==> config.mk <==
export PLATFORM = sky130hd
export DESIGN_NAME = loba_merge_mult
export DESIGN_NICKNAME = d
export VERILOG_FILES = /design/src/rtl/loba_pkg.sv /design/src/rtl/loba_pp_term.sv /design/src/rtl/loba_merge_mult.sv
export SDC_FILE = /design/constraint.sdc
export NUM_CORES = 1
export LEC_CHECK = 0
export BUFFER_PORTS_ARGS = -buffer_cell sky130_fd_sc_hd__buf_2
export CORE_UTILIZATION = 50
export DETAILED_ROUTE_END_ITERATION = 10
export PLACE_DENSITY = 0.69
export SYNTH_ARGS = -nofsm -noshare
export SYNTH_HDL_FRONTEND = slang
export SYNTH_SLANG_ARGS = --single-unit
==> constraint.sdc <==
create_clock -name clk -period 13.1 [get_ports clk]
set_input_delay 0.655 -clock clk [delete_from_list [all_inputs] [get_ports clk]]
set_output_delay 0.655 -clock clk [all_outputs]
set_load 0.01 [all_outputs]
==> src/rtl/loba_pkg.sv <==
// Shared constants, FSM/term encodings and the split-operand record for the LOBA merge stage.
// A segment's LSB sits at bit weight k-K_BIAS; indices below K_BIAS clamp to weight 0.
package loba_pkg;

  localparam int SEG_W  = 4;
  localparam int K_W    = 4;
  localparam int P_W    = 32;
  localparam int K_BIAS = 3;

  localparam logic [K_W-1:0] K_BIAS_K = K_W'(K_BIAS);

  typedef enum logic [1:0] {IDLE, MUL, DONE} state_t;

  typedef enum logic [1:0] {
    TERM_HH = 2'd0,
    TERM_HL = 2'd1,
    TERM_LH = 2'd2,
    TERM_LL = 2'd3
  } term_t;

  typedef struct packed {
    logic [SEG_W-1:0] xh;
    logic [K_W-1:0]   kh;
    logic [SEG_W-1:0] xl;
    logic [K_W-1:0]   kl;
  } split_t;

  function automatic logic [K_W:0] seg_shift(input logic [K_W-1:0] k);
    seg_shift = (k < K_BIAS_K) ? '0 : {1'b0, k - K_BIAS_K};
  endfunction

endpackage

==> src/rtl/loba_pp_term.sv <==
// One LOBA cross-product term: segment product moved back to its bit weight, combinational.
// An absent segment (k == 0) on either side contributes nothing.
module loba_pp_term
  import loba_pkg::*;
(
  input  logic [SEG_W-1:0] xa,
  input  logic [K_W-1:0]   ka,
  input  logic [SEG_W-1:0] xb,
  input  logic [K_W-1:0]   kb,
  output logic [P_W-1:0]   term
);

  logic [2*SEG_W-1:0] prod;
  logic [K_W:0]       sh;

  always_comb begin
    prod = (2*SEG_W)'(xa) * (2*SEG_W)'(xb);
    sh   = seg_shift(ka) + seg_shift(kb);
    if (ka == '0 || kb == '0)
      term = '0;
    else
      term = {{(P_W-2*SEG_W){1'b0}}, prod} << sh;
  end

endmodule

==> src/rtl/loba_merge_mult.sv <==
// LOBA back end: four serial cross-product accumulates, result out 5 edges after accept.
// Holds in_ready low from accept until the product is taken; p holds while out_ready is low.
module loba_merge_mult
  import loba_pkg::*;
(
  input  logic             clk,
  input  logic             rst_n,
  input  logic             in_valid,
  output logic             in_ready,
  input  logic [SEG_W-1:0] a_xh,
  input  logic [K_W-1:0]   a_kh,
  input  logic [SEG_W-1:0] a_xl,
  input  logic [K_W-1:0]   a_kl,
  input  logic [SEG_W-1:0] b_xh,
  input  logic [K_W-1:0]   b_kh,
  input  logic [SEG_W-1:0] b_xl,
  input  logic [K_W-1:0]   b_kl,
  output logic             out_valid,
  input  logic             out_ready,
  output logic [P_W-1:0]   p
);

  state_t           state, state_nxt;
  term_t            idx;
  split_t           a_q, b_q;
  logic [P_W-1:0]   acc;
  logic [P_W-1:0]   p_q;
  logic             acc_done;
  logic [SEG_W-1:0] xa, xb;
  logic [K_W-1:0]   ka, kb;
  logic [P_W-1:0]   term;

  always_ff @(posedge clk or negedge rst_n) begin
    if (!rst_n) state <= IDLE;
    else        state <= state_nxt;
  end

  always_comb begin
    state_nxt = state;
    in_ready  = 1'b0;
    out_valid = 1'b0;
    case (state)
      IDLE: begin
        in_ready = 1'b1;
        if (in_valid) state_nxt = MUL;
      end
      MUL: begin
        if (acc_done) state_nxt = DONE;
      end
      DONE: begin
        out_valid = 1'b1;
        if (out_ready) state_nxt = IDLE;
      end
      default: state_nxt = IDLE;
    endcase
  end

  // Operand selection for the single shared term generator.
  always_comb begin
    xa = a_q.xh;
    ka = a_q.kh;
    xb = b_q.xh;
    kb = b_q.kh;
    case (idx)
      TERM_HL: begin xb = b_q.xl; kb = b_q.kl; end
      TERM_LH: begin xa = a_q.xl; ka = a_q.kl; end
      TERM_LL: begin
        xa = a_q.xl; ka = a_q.kl;
        xb = b_q.xl; kb = b_q.kl;
      end
      default: ;
    endcase
  end

  loba_pp_term u_term (
    .xa   (xa),
    .ka   (ka),
    .xb   (xb),
    .kb   (kb),
    .term (term)
  );

  // acc_done marks that the ll term is in; the following MUL cycle moves acc to p.
  always_ff @(posedge clk or negedge rst_n) begin
    if (!rst_n) begin
      a_q      <= '0;
      b_q      <= '0;
      acc      <= '0;
      idx      <= TERM_HH;
      acc_done <= 1'b0;
      p_q      <= '0;
    end else if (state == IDLE && in_valid) begin
      a_q      <= '{xh: a_xh, kh: a_kh, xl: a_xl, kl: a_kl};
      b_q      <= '{xh: b_xh, kh: b_kh, xl: b_xl, kl: b_kl};
      acc      <= '0;
      idx      <= TERM_HH;
      acc_done <= 1'b0;
    end else if (state == MUL) begin
      if (!acc_done) begin
        acc      <= acc + term;
        idx      <= term_t'(idx + 2'd1);
        acc_done <= (idx == TERM_LL);
      end else begin
        p_q      <= acc;
        acc_done <= 1'b0;
      end
    end
  end

  assign p = p_q;

endmodule
==> key figures <==
Logic synthesis
  • Leading area contributor after synthesis: dfrtp_1
  • Yosys Warn Count: 0
  • Synthesized flop and latch total: 101
  • Syn Inst Count: 730
  • Post-synth ARST share: 100%
  • Mapped Nets: 826
  • Post-Syn Area: 7030 µm²
  • Yosys top cell area share: 36.0%
  • Synth Area per Inst: 9.63 µm²
  • Synth top area cells: dfrtp_1 36%, mux2_2 10%, ha_1 9.6%, nand2_1 3.5%, nor2_1 3.5%
  • Distinct cells, synth: 74
  • Synth Flop Type: dfrtp_1
  • Post-synth EDFFs: 0
  • Post-synthesis sequential area ratio: 36.0%

Routing
  • Routed vias: 5665
  • Routed len/inst: 17.3 µm
  • First-pass iteration count of the detailed router: 5
  • Final WL: 16800 µm
  • Vias per cell: 5.83
  • DR iter-0 viols: 341
  • # DRC: 0
  • ANT nets after route: 0

Critical path
  • Startpoint Class: register
  • Setup CP Type: reg2reg
  • CP required: 13.34 ns
  • Worst-path fanout max: 12
  • Worst stage delay on the critical path: 0.57 ns
  • R2R setup slack: 5.42 ns
  • Data arrival time of the worst path: 7.92 ns
  • Slowest CP cell: nor2_2
  • Most frequent cell on the critical path: inv_1
  • Endpoint type of the worst setup path: register

Timing
  • Final hold vios: 0
  • Tmin final: 7.68 ns
  • Slew @ Worst Pin: 1.15 ns
  • FMAX: 0.130 GHz
  • Sum Neg Setup Slack: 0 ns
  • Relative slew margins: 23.3%
  • Unrepaired setup endpoints after global routing: false
  • Max Slew Vio Count: 0
  • Fin crit share: 58.6%
  • # setup viols final: 0
  • Clock Skews: 0.0107 ns

Clocking
  • Clock H-tree levels: 3
  • Hold buffer count at cts: 0
  • Clk pin slew, worst setup/hold paths: 0.07 ns
  • Clock buffer depth: 2
  • Total CTS buffers: 9
  • TritonCTS clock tree: done
  • Cts repair resizes: 0
  • Root buffer cell: clkbuf_16
  • Worst-Skew Late Latency: 0.36 ns
  • Setup bufs post-CTS: 0
  • Clk sinks: 101

Job
  • Max-cap violations: 0

Run status
  • Outcome: complete, no violations

Global route
  • Total GRT Usage: 25.2%
  • Vias in the first global route: 5765
  • Total global routing overflow: 0
  • First-pass GRT wire length: 28600 µm
  • Largest net degree at the start of global routing: 57
  • Initial antenna violation count: 0

Die
  • Die Span X: 121 µm
  • Ports: 70
  • FP Rows: 42
  • Core Region: 13500 µm²
  • DIE AREA: 14500 µm²
  • Die Y: 121 µm
  • Initial core utilization: 52.3%

Finish
  • Antenna diode count: 0
  • Layout cells sized above 1: 23.0%
  • Commonest non-fill, non-tap cells in the layout: 101 x dfrtp_1, 68 x buf_2, 66 x nand2_1
  • Syn-to-layout area delta: 12.0%
  • Nets: 887
  • Commonest non-fill, non-tap cell in the layout: dfrtp_1

Placement
  • GP Congestion: 0.871
  • Detail Placement HPWL: 12700 µm
  • Port Buffers: 69

Min path
  • Tightest Hold Check Type: in2async
[routing by layer]
metal,global-route usage (%),vias to the layer above,routed length (µm)
met4,11.1,0,422
met5,0,-,0
li1,-,2765,-
met3,3.44,34,604
met2,40.6,137,7720
met1,33.9,2729,8040
[cell usage after synthesis (all sizes together) (3+ instances only)]
library cell,n
dfrtp,101
or2,5
and2,5
inv,34
mux2i,19
o21a,4
and3,7
o31a,3
nand2b,5
o31ai,7
ha,54
nor3,12
clkbuf,20
a31oi,8
nand4,5
a21oi,48
o22a,3
buf,5
nand3,9
nor3b,5
nor2b,4
nor2,68
a311oi,3
o21bai,6
mux2,65
or4,3
o21ai,54
xor2,15
xnor2,18
a21o,12
o22ai,3
o211ai,5
fa,6
nand2,66
a211oi,11
[kinds of logic (layout without fill, tap and decap cells)]
group,after synthesis,in the layout,synth area share [%]
adder cells (fa/ha/maj),60,60,11.3
XOR/XNOR,33,33,4.22
AND/OR/NAND/NOR,202,202,13.5
flip-flops,101,101,36.0
AO/OA/AOI/OAI,189,189,18.2
multiplexers,85,85,13.4
buffers and inverters,60,126,3.36
[sequential cells by signal (all words and copies together) (netlist names)]
| name | cells |
|---|---|
| b_q | 16 |
| acc_done | 1 |
| acc | 32 |
| a_q | 16 |
| state | 2 |
| p | 32 |
| idx | 2 |
[critical path: cells and delay by family (launching register included)]
| family | cells | cell delay [ns] |
|---|---|---|
| DFF | 1 | 0.41 |
| buffers and inverters | 4 | 0.27 |
| AOI/OAI and AO/OA | 7 | 1.57 |
| and+or+nand+nor | 7 | 1.84 |
| xor gates and xnor gates | 1 | 0.32 |
| adders and majority gates | 5 | 2.10 |
| muxes | 3 | 1.08 |
[layout make-up]
class / instances / area, µm²
Multi-Input combinational cell: 569 / 4270
Inverter: 35 / 131
Sequential cell: 101 / 2530
Clock inverter: 6 / 93.8
Fill cell: 1204 / 5580
Clock buffer: 10 / 239
Tap cell: 176 / 220
Timing Repair Buffer: 75 / 393
[path summary, 6_finish.rpt]
check | from | end | cells after the start
max | idx[0] | acc[25] | 27
min | rst_n | acc[1] | 1
max reg2reg | idx[0] | acc[25] | 27
min reg2reg | p[4] | p[4] | 1
max in group asynchronous | rst_n | acc[27] | 2
min in group clk | out_ready | state[1] | 2
[per-stage QoR]
step / hold WS (ns) / cells / area (µm²) / utilization (%) / setup slack (ns)
after floorplan: 0.359 / 730 / 7030 / - / 6.13
after global placement: 0.482 / 956 / 7540 / 56.0 / 5.77
after detailed placement: 0.489 / 956 / 7540 / 56.0 / 5.46
after CTS: 0.305 / 972 / 7870 / 58.5 / 5.41
after global routing: 0.344 / 972 / 7870 / 58.5 / 5.04
final: 0.281 / 972 / 7870 / 58.5 / 5.42
Power is left out: the tool's default activity adds up to more than one toggle a clock period on the data nets, which glitch-free logic cannot reach.
